File: config.mk
export PLATFORM = sky130hd
export DESIGN_NAME = stage_mem_access
export DESIGN_NICKNAME = d
export VERILOG_FILES = /design/src/rtl/lc3b_types.sv /design/src/rtl/mem_byte_align.sv /design/src/rtl/stage_mem_access.sv
export SDC_FILE = /design/constraint.sdc
export NUM_CORES = 1
export LEC_CHECK = 0
export BUFFER_PORTS_ARGS = -buffer_cell sky130_fd_sc_hd__buf_4
export CAP_MARGIN = 25
export CORE_ASPECT_RATIO = 0.75
export CORE_UTILIZATION = 54
export DETAILED_ROUTE_END_ITERATION = 8
export PLACE_DENSITY = 0.85
export SYNTH_ARGS = -nofsm -noshare
export SYNTH_HDL_FRONTEND = slang
export SYNTH_HIERARCHICAL = 1
export SYNTH_SLANG_ARGS = --single-unit
File: constraint.sdc
create_clock -name clk -period 4.6 [get_ports clk]
set_input_delay 0 -clock clk [delete_from_list [all_inputs] [get_ports clk]]
set_output_delay 0 -clock clk [all_outputs]
set_load 0.05 [all_outputs]
File: src/rtl/lc3b_types.sv
// rtl/lc3b_types.sv - LC-3b shared types for the memory-access stage
package lc3b_types;

  typedef struct packed {
    logic mem_read;
    logic mem_write;
    logic mem_byte;
    logic mem_indirect;
  } lc3b_control_word;

  typedef enum logic [1:0] {
    IDLE = 2'd0,
    ACC1 = 2'd1,
    ACC2 = 2'd2,
    DONE = 2'd3
  } lc3b_mem_state_t;

  function automatic logic [15:0] word_addr(input logic [15:0] a);
    return {a[15:1], 1'b0};
  endfunction

endpackage

File: src/rtl/mem_byte_align.sv
// rtl/mem_byte_align.sv - load lane select/sign-extend and store lane replication
module mem_byte_align (
  input  logic        addr_lsb,
  input  logic        is_byte,
  input  logic [15:0] rdata,
  input  logic [15:0] store_data,
  output logic [15:0] load_data,
  output logic [15:0] wdata,
  output logic [1:0]  byte_enable
);

  logic [7:0] lane;

  assign lane        = addr_lsb ? rdata[15:8] : rdata[7:0];
  assign load_data   = is_byte ? {{8{lane[7]}}, lane} : rdata;
  assign wdata       = is_byte ? {2{store_data[7:0]}} : store_data;
  assign byte_enable = is_byte ? (addr_lsb ? 2'b10 : 2'b01) : 2'b11;

endmodule

File: src/rtl/stage_mem_access.sv
// rtl/stage_mem_access.sv - LC-3b memory-access stage; STAGE_MEM_INDIRECT_EN enables LDI/STI two-phase access
module stage_mem_access
  import lc3b_types::*;
(
  input  logic             clk,
  input  logic             reset,
  input  logic             stall_in,
  input  lc3b_control_word control_in,
  input  logic [15:0]      alu_in,
  input  logic [15:0]      store_data_in,
  output logic [15:0]      dmem_address,
  output logic             dmem_read,
  output logic             dmem_write,
  output logic [1:0]       dmem_byte_enable,
  output logic [15:0]      dmem_wdata,
  input  logic [15:0]      dmem_rdata,
  input  logic             dmem_resp,
  output logic [15:0]      mem_data_out,
  output logic             mem_stall_out
);

  lc3b_mem_state_t state;

  logic        is_read_q, is_write_q, is_byte_q, indirect_q, addr_lsb_q;
  logic [15:0] store_data_q;
  logic        req_read, req_write, req_byte, req_indirect;
  logic        align_lsb, align_byte;
  logic [15:0] load_data, st_wdata;
  logic [1:0]  st_be;

  // Read+write together is an illegal encoding and resolves to a write.
  always_comb begin
    req_write = control_in.mem_write;
    req_read  = control_in.mem_read & ~control_in.mem_write;
`ifdef STAGE_MEM_INDIRECT_EN
    req_indirect = control_in.mem_indirect;
`else
    req_indirect = control_in.mem_indirect & 1'b0;
`endif
    req_byte = control_in.mem_byte & ~req_indirect;
  end

  // Store side is only consumed in IDLE; load side uses the latched lane.
  assign align_lsb  = (state == IDLE) ? alu_in[0] : addr_lsb_q;
  assign align_byte = (state == IDLE) ? req_byte  : is_byte_q;

  mem_byte_align u_align (
    .addr_lsb    (align_lsb),
    .is_byte     (align_byte),
    .rdata       (dmem_rdata),
    .store_data  (store_data_in),
    .load_data   (load_data),
    .wdata       (st_wdata),
    .byte_enable (st_be)
  );

  always_comb begin
    mem_stall_out = 1'b0;
    if (!reset) begin
      case (state)
        IDLE:       mem_stall_out = req_read | req_write;
        ACC1, ACC2: mem_stall_out = 1'b1;
        default:    mem_stall_out = 1'b0;
      endcase
    end
  end

  always_ff @(posedge clk) begin
    if (reset) begin
      state            <= IDLE;
      dmem_address     <= '0;
      dmem_read        <= 1'b0;
      dmem_write       <= 1'b0;
      dmem_byte_enable <= '0;
      dmem_wdata       <= '0;
      mem_data_out     <= '0;
      is_read_q        <= 1'b0;
      is_write_q       <= 1'b0;
      is_byte_q        <= 1'b0;
      indirect_q       <= 1'b0;
      addr_lsb_q       <= 1'b0;
      store_data_q     <= '0;
    end else begin
      case (state)
        IDLE: if (req_read || req_write) begin
          state            <= ACC1;
          is_read_q        <= req_read;
          is_write_q       <= req_write;
          is_byte_q        <= req_byte;
          indirect_q       <= req_indirect;
          addr_lsb_q       <= alu_in[0];
          store_data_q     <= store_data_in;
          dmem_address     <= req_byte ? alu_in : word_addr(alu_in);
          // Indirect ops always start with a word read of the pointer.
          dmem_read        <= req_read | req_indirect;
          dmem_write       <= req_write & ~req_indirect;
          dmem_byte_enable <= st_be;
          dmem_wdata       <= st_wdata;
        end
        ACC1: if (dmem_resp) begin
          if (indirect_q) begin
            state            <= ACC2;
            dmem_address     <= word_addr(dmem_rdata);
            dmem_read        <= is_read_q;
            dmem_write       <= is_write_q;
            dmem_byte_enable <= 2'b11;
            dmem_wdata       <= store_data_q;
          end else begin
            state      <= DONE;
            dmem_read  <= 1'b0;
            dmem_write <= 1'b0;
            if (is_read_q) mem_data_out <= load_data;
          end
        end
        ACC2: if (dmem_resp) begin
          state      <= DONE;
          dmem_read  <= 1'b0;
          dmem_write <= 1'b0;
          if (is_read_q) mem_data_out <= dmem_rdata;
        end
        DONE: if (!stall_in) state <= IDLE;
        default: state <= IDLE;
      endcase
    end
  end

endmodule
Word level (Yosys, flattened, before mapping)
Index checks and enable logic that the tools add are counted.
{ "word_totals": {"ff_bits": 57, "out_inout_bits": 53} }
{ "op_classes": {"eq_ne": 9, "muxes": 30, "n_bitwise": 4, "reduce_logical": 11} }
{ "op_table": {"columns": ["operator", "n"], "rows": [
  ["16-bit two-way mux", 10],
  ["16-bit one-hot mux with 2 select lines", 1],
  ["2-bit two-way mux", 7],
  ["4-bit AND reduction", 3],
  ["2-bit inequality test (second input constant)", 5],
  ["8-bit two-way mux", 1],
  ["1-bit two-way mux", 7],
  ["1-bit one-hot mux with 2 select lines", 3],
  ["2-bit one-hot mux with 3 select lines", 1],
  ["5-bit AND reduction", 1],
  ["2-bit equality test (second input constant)", 2],
  ["2-bit nonzero test", 2],
  ["3-bit nonzero test", 1],
  ["2-bit by 1-bit equality test with 1-bit output (second input constant)", 1],
  ["2-bit logical NOT", 1],
  ["2-bit by 1-bit inequality test with 1-bit output (second input constant)", 1],
  ["1-bit inverter", 2],
  ["2-bit AND reduction", 1],
  ["2-bit OR reduction", 1],
  ["1-bit AND", 1],
  ["1-bit logical OR", 1],
  ["1-bit OR", 1]
]} }

Logic depth before layout (Yosys ltp)
Gate-level depths: netlist (run 1).
{ "logic_depth": {"ltp_word": 7, "depth_mapped": 10, "depth_no_buf": 7} }

Hierarchy
The synthesis (run 1) kept the hierarchy.
{ "modules_own_cells": {"columns": ["module", "instances", "cells_each", "area_per_inst_um2", "seq_area_each_um2"], "rows": [
  ["stage_mem_access", 1, 279, 2775.2, 1141.1],
  ["mem_byte_align", 1, 45, 379.1, 0.0]
]} }

Worst setup path after synthesis (run 1)
Ideal clock, no wire load.
{ "synth_timing": {"path_type": "reg-to-output", "startpoint": "register state[0]", "endpoint": "output port mem_stall_out", "t_arrival_ns": 2.111, "slack_ns": 2.489, "stages_incl_launch_ff": 6, "path_buffers": 1, "path_cell_list": "dfxtp_1 inv_1 ha_1 buf_6 o21ai_0 a211oi_1"} }
{ "synth_via": {"elab_chain_cells": 4} }
{ "synth_rtl": {"columns": ["element", "line_no", "rtl"], "rows": [
  ["start, declared", "stage_mem_access.sv:22", "lc3b_mem_state_t state;"],
  ["start signal, assigned", "stage_mem_access.sv:70", "state <= IDLE;"],
  ["start signal, assigned", "stage_mem_access.sv:86", "state <= ACC1;"],
  ["start signal, assigned", "stage_mem_access.sv:102", "state <= ACC2;"],
  ["2-bit by 1-bit equality test with 1-bit output / 2-bit equality test (equally long branches)", "stage_mem_access.sv:60", "case (state)"],
  ["2-bit OR reduction (no source line)", null, null],
  ["1-bit one-hot mux with 2 select lines (*)", "stage_mem_access.sv:60", null],
  ["1-bit two-way mux (*)", "stage_mem_access.sv:59", "if (!reset) begin"],
  ["end, declared", "stage_mem_access.sv:19", "output logic mem_stall_out"]
]} }
Every way passes the cells marked *; elsewhere a longest branch is shown, timed or not.

Worst setup path in the final report (run 1)
{ "layout_timing": {"startpoint": "register state[1]", "endpoint": "register dmem_address[0]"} }
{ "layout_via": {"elab_chain_cells": 3} }
{ "layout_rtl": {"columns": ["element", "line_no", "rtl"], "rows": [
  ["2-bit by 1-bit equality test with 1-bit output / 2-bit logical NOT (equally long branches)", "stage_mem_access.sv:84", "case (state)"],
  ["2-bit inequality test (no source line), or another cell as far along", null, null],
  ["4-bit AND reduction (no source line) (*)", null, null],
  ["end signal, assigned", "stage_mem_access.sv:93", "dmem_address <= req_byte ? alu_in : word_addr(alu_in);"],
  ["end signal, assigned", "stage_mem_access.sv:103", "dmem_address <= word_addr(dmem_rdata);"],
  ["end, declared", "stage_mem_access.sv:11", "output logic [15:0] dmem_address,"]
]} }
Marked as above.
A chain may end at the register's enable or synchronous reset.

==> impl_metrics.env, run 1 <==
export IMPL_crit_fanout=40
export IMPL_synth_ff_type="dfxtp_1"
export IMPL_relSlewSlack_pct=53.5
export IMPL_drive_above_1_share_pct=42.2
export IMPL_n_fill_cell=374
export IMPL_whs_endpoint="mem_data_out[0]"
export IMPL_finalHoldViolCount=0
export IMPL_io_pins=109
export IMPL_dieArea_um2=6150
export IMPL_place_congestion=0.786
export IMPL_r2r_start="state[1]"
export IMPL_slew_viol_final=0
export IMPL_fin_setup_tns_ns=0
export IMPL_r2r_end="dmem_address[0]"
export IMPL_yosysUniqueCellTypes=35
export IMPL_first_iter_violations=176
export IMPL_clockBufferDepth=2
export IMPL_grt_pass1_wl_um=13300
export IMPL_die_height_um=68.2
export IMPL_synth_avg_cell_area_um2=9.74
export IMPL_ys_ff_latch=57
export IMPL_synthArstFlopShare_pct=0
export IMPL_tightestPinTransition_ns=0.691
export IMPL_grt_max_degree=58
export IMPL_syn_to_final_growth_pct=36.9
export IMPL_seq_area_um2=1140
export IMPL_yosys_warnings=6
export IMPL_hold_depth=3
export IMPL_nets=496
export IMPL_rsz0062_at_grt="false"
export IMPL_p_leak_nw=1.86
export IMPL_worstSkewPairLatency_ns=0.33
export IMPL_die_w_um=90.3
export IMPL_via_per_inst=5.74
export IMPL_cp_data_required_time_ns=4.82
export IMPL_arrival_ns=2.89
export IMPL_grt_pass1_vias=2705
export IMPL_yosysSeqAreaShare_pct=36.2
export IMPL_r2r_slack_ns=1.93
export IMPL_routed_via_count=2943
export IMPL_cts_setup_buffers=0
export IMPL_ctsHoldBuffers=28
export IMPL_post_place_ws_ns=2.14
export IMPL_cts_buffers_inserted=9
export IMPL_hold_path_startpoint="dmem_rdata[0]"
export IMPL_synth_edf_count=0
export IMPL_hold_slack_ns=0.0385
export IMPL_fin_crit_sh_pct=58.1
export IMPL_p_per_area_nw_per_um2=670
export IMPL_finish_utilization_pct=78.6
export IMPL_wire_per_inst_um=17.1
export IMPL_grt_overflow=0
export IMPL_finClkSkew_ns=0.0102
export IMPL_syn_area_um2=3150
export IMPL_crit_path_end_kind="register"
export IMPL_antenna_found_initial=0
export IMPL_multi_input_area_um2=1710
export IMPL_rr_worst_depth=7
export IMPL_fmax_ghz=0.374
export IMPL_status="complete, no violations"
export IMPL_antenna_cells=0
export IMPL_wl_um=8770
export IMPL_cts_tree="yes"
export IMPL_setup_viol=0
export IMPL_dr_pass1_iters=4
export IMPL_h_tree_depth=3
export IMPL_hpwlAfterDp_um=5190
export IMPL_clock_root_buffer="clkbuf_8"
export IMPL_syn_inst=324
export IMPL_cts_repair_resized=0
export IMPL_path_class="register to register"
export IMPL_syn_nets=386
export IMPL_setup_ws_ns=1.93
export IMPL_hold_class="primary input to register"
export IMPL_drcViolationCount=0
export IMPL_crit_path_start_kind="register"
export IMPL_drv_cap=0
export IMPL_drtAntennaViolNets=0
export IMPL_core_area_um2=5500
export IMPL_rows=23
export IMPL_fin_crit_ns=2.67
export IMPL_grt_usage_pct=28.0
export IMPL_ir_drop_v=0.000413
export IMPL_clk_pin_slew_worst_paths_ns=0.07
export IMPL_clkSinkCount=57
export IMPL_portBuffers=107
export IMPL_initial_core_util_pct=57.4
[routing by layer]
| layer | up-vias | track usage, % | share of wire [%] |
|---|---|---|---|
| li1 | 1417 | - | - |
| met1 | 1402 | 33.6 | 43 |
| met2 | 112 | 49.7 | 50 |
| met3 | 12 | 7.22 | 5.6 |
| met4 | 0 | 9.68 | 1.4 |
| met5 | - | 0 | 0 |
[logic make-up after synthesis]
| group | Yosys count | synth area share [%] |
|---|---|---|
| flip-flops | 57 | 36.2 |
| adder cells (fa/ha/maj) | 6 | 2.38 |
| AO/OA/AOI/OAI | 106 | 22.6 |
| multiplexers | 39 | 13.2 |
| AND/OR/NAND/NOR | 69 | 15.9 |
| buffers and inverters | 47 | 9.72 |
[cell usage in the layout, fill, tap and decap left out, drive strengths merged, types with 2 or more instances in the layout]
master / n
dlygate4sd3: 28
clkinv: 3
nand2: 3
ha: 6
nor2: 26
clkbuf: 11
o21ba: 2
a211oi: 19
nand4: 2
inv: 5
a21oi: 43
nand3: 33
buf: 113
dfxtp: 57
o31ai: 35
mux2i: 20
mux2: 19
nor3b: 2
[per-stage QoR]
step / instance area (um^2) / std cells / total power [mW]
final: 4320 / 513 / 2.89
after CTS: 4270 / 511 / 2.85
after global routing: 4320 / 513 / 3.04
after global placement: 3790 / 467 / 2.31
after detailed placement: 3810 / 468 / 2.39
after floorplan: 3150 / 324 / 2.03
[flip-flops by register name, summed over array words and instances (netlist names), 2 cells and up]
name	cells
dmem_byte_enable	2
state	2
dmem_address	16
dmem_wdata	16
mem_data_out	16
[where the power goes]
group	internal [mW]	leakage, nW	total (mW)	switching [mW]
clock network	0.245	0.0929	0.437	0.192
logic	0.619	1.30	1.74	1.12
registers	0.629	0.467	0.718	0.0888
total	1.49	1.86	2.89	1.40
[layout make-up]
class | count | share of cell area [%]
well taps | 75 | 2.17
inverters | 5 | 0.435
repair buffers | 141 | 27.4
clock inverters | 4 | 1.04
multi-input cells | 220 | 39.5
flip-flops and latches | 57 | 26.4
clock buffers | 11 | 3.04
[cell usage after synthesis (2+ instances only)]
cell type | number | area [um^2]
clkbuf_1 | 9 | 33.8
o31ai_1 | 35 | 263
mux2i_1 | 19 | 190
nand3_2 | 30 | 300
nand2_1 | 2 | 7.51
buf_2 | 11 | 55.1
nand4_1 | 2 | 12.5
nand3_1 | 3 | 15.0
dfxtp_1 | 57 | 1140
inv_1 | 5 | 18.8
ha_1 | 6 | 75.1
buf_4 | 13 | 97.6
mux2_2 | 19 | 214
a21oi_1 | 43 | 215
nor2_1 | 25 | 93.8
a211oi_1 | 18 | 135
buf_6 | 9 | 101
[critical path, stage by stage (launching register included)]
cell and delay (ns):
dfxtp_1 0.43, inv_1 0.12, ha_1 0.32, nor3b_4 0.20, buf_4 0.27, o311a_1 0.41
a41o_1 0.23, dlygate4sd3_1 0.56
[how the worst max path moves through the flow]
stage / start / to / slack, ns / depth (start not counted)
finish: state[1] / dmem_address[0] / 1.93 / 7
global route: state[0] / dmem_address[0] / 1.86 / 7
CTS: state[0] / dmem_address[0] / 2.05 / 7
detailed placement: state[0] / mem_data_out[2] / 2.14 / 7
global placement: state[0] / mem_data_out[2] / 2.23 / 7
floorplan: state[0] / mem_stall_out / 2.49 / 5
No activity file was read; power rests on OpenSTA's default activity.
==> run 2, diff against run 1 <==
--- a/config.mk
+++ b/config.mk
@@ -5,12 +5,13 @@
 export SDC_FILE = /design/constraint.sdc
 export NUM_CORES = 1
 export LEC_CHECK = 0
+export ABC_AREA = 1
 export BUFFER_PORTS_ARGS = -buffer_cell sky130_fd_sc_hd__buf_4
 export CAP_MARGIN = 25
 export CORE_ASPECT_RATIO = 0.75
-export CORE_UTILIZATION = 54
+export CORE_UTILIZATION = 44
 export DETAILED_ROUTE_END_ITERATION = 8
-export PLACE_DENSITY = 0.85
+export PLACE_DENSITY = 0.76
 export SYNTH_ARGS = -nofsm -noshare
 export SYNTH_HDL_FRONTEND = slang
 export SYNTH_HIERARCHICAL = 1
==> constraint.sdc (replaced) <==
create_clock -name clk -period 2.16 [get_ports clk]
set_input_delay 0 -clock clk [delete_from_list [all_inputs] [get_ports clk]]
set_output_delay 0 -clock clk [all_outputs]
set_load 0.05 [all_outputs]
==> run 2 against run 1 <==
Effect of this change: critical path depth increased by 4; largest power group unchanged; sequential power increased by 130%; synthesized area shrank 8.9%; clock-buffer cell count down 1.
==> impl_metrics.env, run 2 <==
export IMPL_cts_tree="yes"
export IMPL_clock_root_buffer="clkbuf_8"
export IMPL_status="complete, no violations"
export IMPL_synth_top_area_share_pct=39.7
export IMPL_hpwlAfterDp_um=4970
export IMPL_crit_fanout=15
export IMPL_synth_ff_type="dfxtp_1"
export IMPL_h_tree_depth=3
export IMPL_drv_cap=0
export IMPL_antenna_found_initial=0
export IMPL_setup_viol=0
export IMPL_finClkSkew_ns=0.00360
export IMPL_fin_setup_tns_ns=0
export IMPL_layout_commonest_cell="nand2_1"
export IMPL_synth_top_family_by_area="simple AND/OR/NAND/NOR gates"
export IMPL_crit_start="state[1]"
export IMPL_drtAntennaViolNets=0
export IMPL_wire_per_inst_um=12.3
export IMPL_die_w_um=95.3
export IMPL_fin_crit_sh_pct=89.3
export IMPL_yosysUniqueCellTypes=24
export IMPL_nets=612
export IMPL_seq_area_um2=1140
export IMPL_arrival_ns=2.20
export IMPL_drive_above_1_share_pct=25.9
export IMPL_synth_xor_area_share_pct=0
export IMPL_first_iter_violations=116
export IMPL_rows=25
export IMPL_ir_drop_v=0.000713
export IMPL_fmax_ghz=0.518
export IMPL_grt_max_degree=57
export IMPL_syn_to_final_growth_pct=43.2
export IMPL_grt_overflow=0
export IMPL_synthArstFlopShare_pct=0
export IMPL_multi_input_area_um2=1430
export IMPL_cp_data_required_time_ns=2.43
export IMPL_slew_viol_final=0
export IMPL_synth_compound_area_share_pct=10.4
export IMPL_fin_crit_ns=1.93
export IMPL_grt_pass1_wl_um=12200
export IMPL_muxShareOfSynthArea_pct=0
export IMPL_wl_um=7820
export IMPL_swShare_pct=50.7
export IMPL_n_fill_cell=591
export IMPL_hold_path_startpoint="control_in[1]"
export IMPL_synth_edf_count=0
export IMPL_design_power_total_mw=6.22
export IMPL_syn_inst=425
export IMPL_clockBufferDepth=2
export IMPL_p_leak_nw=2.06
export IMPL_layout_common_cells="115 x nand2_1, 112 x nor2_1, 112 x buf_4"
export IMPL_core_area_um2=6320
export IMPL_drcViolationCount=0
export IMPL_worstSkewPairLatency_ns=0.33
export IMPL_initial_core_util_pct=45.5
export IMPL_dpl_cell_area_um2=3580
export IMPL_clkSinkCount=57
export IMPL_path_class="register to register"
export IMPL_crit_path_end_kind="register"
export IMPL_synth_avg_cell_area_um2=6.76
export IMPL_crit_path_start_kind="register"
export IMPL_rsz0062_at_grt="false"
export IMPL_syn_area_um2=2870
export IMPL_cts_buffers_inserted=9
export IMPL_clk_pin_slew_worst_paths_ns=0.07
export IMPL_postLayoutCellArea_um2=4110
export IMPL_place_congestion=0.831
export IMPL_grt_pass1_vias=2718
export IMPL_hold_class="primary input to register"
export IMPL_r2r_start="state[1]"
export IMPL_tightestPinTransition_ns=0.522
export IMPL_synthTopCellsByArea="dfxtp_1 40%, nand2_1 15%, nor2_1 15%"
export IMPL_largestRegisters="dmem_address x16, dmem_wdata x16, mem_data_out x16"
export IMPL_dieArea_um2=6860
export IMPL_die_height_um=72.0
export IMPL_ys_top_cells_by_count="115 x nand2_1, 112 x nor2_1, 57 x dfxtp_1, 43 x o21ai_0, 20 x nand3_1"
export IMPL_via_per_inst=4.84
export IMPL_clock_power_share_pct=16.4
export IMPL_synth_top_cell_by_area="dfxtp_1"
export IMPL_yosys_area_share_simple_pct=36.4
export IMPL_p_int_mw=3.06
export IMPL_switchingPower_mw=3.15
export IMPL_ys_ff_latch=57
export IMPL_routed_via_count=3081
export IMPL_cts_setup_buffers=0
export IMPL_finalHoldViolCount=0
export IMPL_seq_power_share_pct=26.2
export IMPL_antenna_cells=0
export IMPL_yosysMostFrequentCell="nand2_1"
export IMPL_comb_power_share_pct=57.4
export IMPL_yosysSeqAreaShare_pct=39.7
export IMPL_relSlewSlack_pct=65.2
export IMPL_p_per_area_nw_per_um2=1510
export IMPL_yosys_warnings=6
export IMPL_finish_utilization_pct=65.1
export IMPL_syn_nets=487
export IMPL_portBuffers=107
export IMPL_dr_pass1_iters=4
export IMPL_synth_fa_ha_area_share_pct=2.61
export IMPL_io_pins=109
export IMPL_grt_usage_pct=23.0
run 2: cell types whose count changed after synthesis, moves of 17 or more:
cell,change
a211oi_1,-17
a21oi_1,-39
mux2_2,-19
mux2i_1,-19
nand2_1,+113
nand3_1,+17
nand3_2,-30
nor2_1,+87
o21ai_0,+42
o31ai_1,-35
run 2: power groups by stage:
| stage | Combinational [mW] | Clock (mW) | Sequential, mW |
|---|---|---|---|
| after floorplan | 1.54 | 0 | 2.82 |
| after global placement | 3.43 | 0 | 1.63 |
| after detailed placement | 3.49 | 0 | 1.65 |
| after CTS | 3.54 | 1.04 | 1.62 |
| after global routing | 3.86 | 1.10 | 1.67 |
| final | 3.57 | 1.02 | 1.63 |
run 2: layout make-up:
cell class | instances | share of cell area, %
clock buffer | 10 | 3.35
clock inverter | 6 | 1.64
inverter | 18 | 1.83
multi-input combinational | 320 | 34.7
sequential | 57 | 27.8
tap | 81 | 2.46
timing repair buffer | 144 | 28.3
run 2: critical path: stages, from the launching register on:
cell     delay, ns
dfxtp_1       0.42
inv_1         0.11
ha_1          0.25
nand2_1       0.10
o21ai_2       0.06
inv_1         0.39
nand2_1       0.11
nand3_1       0.10
nand2_1       0.05
nand2_1       0.07
o21ai_0       0.09
nor2_1        0.11
run 2: path summary, 6_finish.rpt:
| path | end | slack [ns] | cells past startpoint |
|---|---|---|---|
| worst min-delay path | is_byte_q | 0.01 | 3 |
| worst max-delay path | mem_data_out[12] | 0.23 | 11 |
| worst max register to register | mem_data_out[12] | 0.23 | 11 |
| worst min register to register | addr_lsb_q | 0.45 | 2 |
run 2: timing repair:
action | CTS | global route
endpoints found under the setup margin | 0 | 11
hold endpoints to repair | 30 | 0
resized for setup | 0 | 5
hold buffers | 31 | 0
run 2: cells by family after synthesis:
group | after synthesis
flops | 57
simple gates | 255
buf+inv | 48
fa+ha+maj | 6
compound gates | 59
run 2: routing by layer:
layer	up-vias	wire length (um)	track usage, %
met1	1367	3470	28.3
met3	12	652	6.08
li1	1574	-	-
met4	0	78	8.75
met5	-	0	0
met2	128	3610	38.5
run 2: through the flow:
stage	worst slack (ns)	std cells	hold slack, ns
5_1_grt	0.0130	636	0.0194
3_5_place_dp	0.138	589	0.183
2_1_floorplan	0.0865	425	0.0691
6_report	0.231	636	0.0145
3_3_place_gp	0.228	589	0.176
4_1_cts	0.0961	636	0.00669
==> run 3, diff against run 2 <==
--- a/config.mk
+++ b/config.mk
@@ -6,13 +6,13 @@
 export NUM_CORES = 1
 export LEC_CHECK = 0
 export ABC_AREA = 1
+export ABC_CLOCK_PERIOD_IN_PS = 2160
 export BUFFER_PORTS_ARGS = -buffer_cell sky130_fd_sc_hd__buf_4
 export CAP_MARGIN = 25
 export CORE_ASPECT_RATIO = 0.75
-export CORE_UTILIZATION = 44
+export CORE_UTILIZATION = 43
 export DETAILED_ROUTE_END_ITERATION = 8
 export PLACE_DENSITY = 0.76
 export SYNTH_ARGS = -nofsm -noshare
 export SYNTH_HDL_FRONTEND = slang
-export SYNTH_HIERARCHICAL = 1
 export SYNTH_SLANG_ARGS = --single-unit
==> run 3 against run 2 <==
Effect of this change: flip-flop and latch count is the same; first-iteration DRC count grew 4.3%; critical path depth shrank 3; sequential power shrank 4%; clock power grew 8%; global-route usage grew 2.4 points; power shrank 7.0%; wire length shrank 3.8%; maximum frequency grew 1.8%; largest power group unchanged.
==> impl_metrics.env, run 3 <==
export IMPL_status="complete, no violations"
export IMPL_core_area_um2=5500
export IMPL_wl_um=7520
export IMPL_crit_fanout=34
export IMPL_h_tree_depth=3
export IMPL_initial_core_util_pct=45.8
export IMPL_worstSkewPairLatency_ns=0.34
export IMPL_crit_path_end_kind="register"
export IMPL_syn_inst=363
export IMPL_path_cells="inv_1, ha_1, inv_2, a21oi_2, nand2_2, clkinv_2, o21ai_0, nor2_1"
export IMPL_die_height_um=68.2
export IMPL_arrival_ns=2.12
export IMPL_crit_path_start_kind="register"
export IMPL_synth_top_area_share_pct=45.4
export IMPL_synth_edf_count=0
export IMPL_fin_crit_sh_pct=87.8
export IMPL_portBuffers=107
export IMPL_post_place_ws_ns=0.153
export IMPL_clkSinkCount=57
export IMPL_yosysMostFrequentCell="nand2_1"
export IMPL_ys_ff_latch=57
export IMPL_yosysUniqueCellTypes=23
export IMPL_antenna_found_initial=0
export IMPL_syn_to_final_growth_pct=61.1
export IMPL_synthTopCellsByArea="dfxtp_1 45%, nand2_1 14%, nor2_1 13%"
export IMPL_drv_cap=0
export IMPL_clockBufferDepth=2
export IMPL_cts_buffers_inserted=9
export IMPL_p_per_area_nw_per_um2=1430
export IMPL_rsz0062_at_grt="false"
export IMPL_synthArstFlopShare_pct=0
export IMPL_synth_avg_cell_area_um2=6.93
export IMPL_setup_viol=0
export IMPL_syn_area_um2=2510
export IMPL_layout_common_cells="113 x buf_4, 90 x nand2_1, 84 x nor2_1"
export IMPL_met1_length_um=3240
export IMPL_worstSetupEndpoint="dmem_byte_enable[0]"
export IMPL_p_leak_nw=1.97
export IMPL_r2r_start="state[0]"
export IMPL_fmax_ghz=0.527
export IMPL_ys_top_cells_by_count="91 x nand2_1, 85 x nor2_1, 57 x dfxtp_1, 36 x o21ai_0, 20 x inv_1"
export IMPL_drive_above_1_share_pct=27.1
export IMPL_die_w_um=90.3
export IMPL_finalHoldViolCount=0
export IMPL_place_congestion=0.824
export IMPL_wire_per_inst_um=12.6
export IMPL_largestRegisters="dmem_address x16, dmem_wdata x16, mem_data_out x16"
export IMPL_hold_depth=5
export IMPL_layout_commonest_cell="buf_4"
export IMPL_nets=578
export IMPL_ir_drop_v=0.000753
export IMPL_crit_start="state[0]"
export IMPL_rr_worst_depth=8
export IMPL_hpwlAfterDp_um=4670
export IMPL_via_per_inst=4.83
export IMPL_clk_pin_slew_worst_paths_ns=0.07
export IMPL_grt_pass1_wl_um=12200
export IMPL_dieArea_um2=6160
export IMPL_grt_overflow=0
export IMPL_r2r_end="dmem_byte_enable[0]"
export IMPL_fin_setup_tns_ns=0
export IMPL_cpPeakStageDelay_ns=0.43
export IMPL_top_layer_used="met4"
export IMPL_crit_family="buffers and inverters"
export IMPL_fin_crit_ns=1.90
export IMPL_hold_class="primary input to register"
export IMPL_grt_usage_pct=25.4
export IMPL_dr_pass1_iters=4
export IMPL_synth_ff_type="dfxtp_1"
export IMPL_worst_path_buf_inv=3
export IMPL_r2r_slack_ns=0.26
export IMPL_path_class="register to register"
export IMPL_drcViolationCount=0
export IMPL_first_iter_violations=121
export IMPL_io_pins=109
export IMPL_cp_num_cells=8
export IMPL_synth_top_cell_by_area="dfxtp_1"
export IMPL_finClkSkew_ns=0.00786
export IMPL_syn_nets=425
export IMPL_drtAntennaViolNets=0
export IMPL_yosysSeqAreaShare_pct=45.4
export IMPL_cp_data_required_time_ns=2.38
export IMPL_routed_via_count=2880
export IMPL_cts_tree="yes"
export IMPL_rows=23
export IMPL_grt_max_degree=36
export IMPL_grt_pass1_vias=2636
export IMPL_critPathSlowestCell="dfxtp_1"
export IMPL_tightestPinTransition_ns=0.488
export IMPL_slew_viol_final=0
export IMPL_yosys_warnings=0
export IMPL_clock_root_buffer="clkbuf_8"
export IMPL_wl_met3_um=525
export IMPL_antenna_cells=0
export IMPL_wl_met2_um=3630
export IMPL_relSlewSlack_pct=67.1
export IMPL_setup_ws_ns=0.264
run 3: per-stage QoR:
step,area (um^2),utilization [%],instances,power (mW),hold WS (ns)
6_report,4050,73.7,596,5.78,0.0130
5_1_grt,4050,73.7,596,6.15,0.0136
4_1_cts,4050,73.6,596,5.76,0.00132
3_5_place_dp,3370,61.3,534,4.58,0.259
3_3_place_gp,3370,61.3,534,4.53,0.252
2_1_floorplan,2510,-,363,3.79,0.143
run 3: where the power goes:
group	switching (mW)	total (mW)	internal, mW
combinational	2.18	3.11	0.927
clock	0.455	1.10	0.648
sequential	0.184	1.57	1.38
run 3: repair_timing:
item                                    in CTS  in global routing
gates resized for setup                      0                  2
hold buffers                                46                  0
endpoints found under the setup margin       0                  9
setup buffers                                0                  0
endpoints found under the hold margin       46                  0
run 3: logic make-up after synthesis:
group                      synth area share, %
DFF                                       45.4
buffers and inverters                     7.16
adders and majority gates                 2.98
AOI/OAI and AO/OA                         11.0
and+or+nand+nor                           33.5
run 3: worst min path at each step:
stage	startpoint	to	slack [ns]
6_report	dmem_rdata[15]	mem_data_out[15]	0.01
3_5_place_dp	alu_in[5]	dmem_address[5]	0.26
5_1_grt	store_data_in[9]	dmem_wdata[9]	0.01
3_3_place_gp	alu_in[15]	dmem_address[15]	0.25
2_1_floorplan	alu_in[0]	addr_lsb_q	0.14
4_1_cts	stall_in	state[1]	0.001
run 3: final cells by class:
type,count,area (um^2)
Tap cell,75,93.8
Clock buffer,9,124
Sequential cell,57,1140
Clock inverter,7,93.8
Inverter,23,91.3
Fill cell,434,1450
Timing Repair Buffer,159,1310
Multi-Input combinational cell,266,1200
run 3: tightest hold or removal path, cell delays in order:
cell,delay (ns)
buf_4,0.09
nand2_1,0.05
nand2_1,0.05
nor2_1,0.04
nor2_1,0.09
run 3: layer usage:
metal	vias up	track usage (%)
met1	1308	29.2
met4	0	10.3
li1	1451	-
met2	106	45.7
met5	-	0
met3	15	7.33
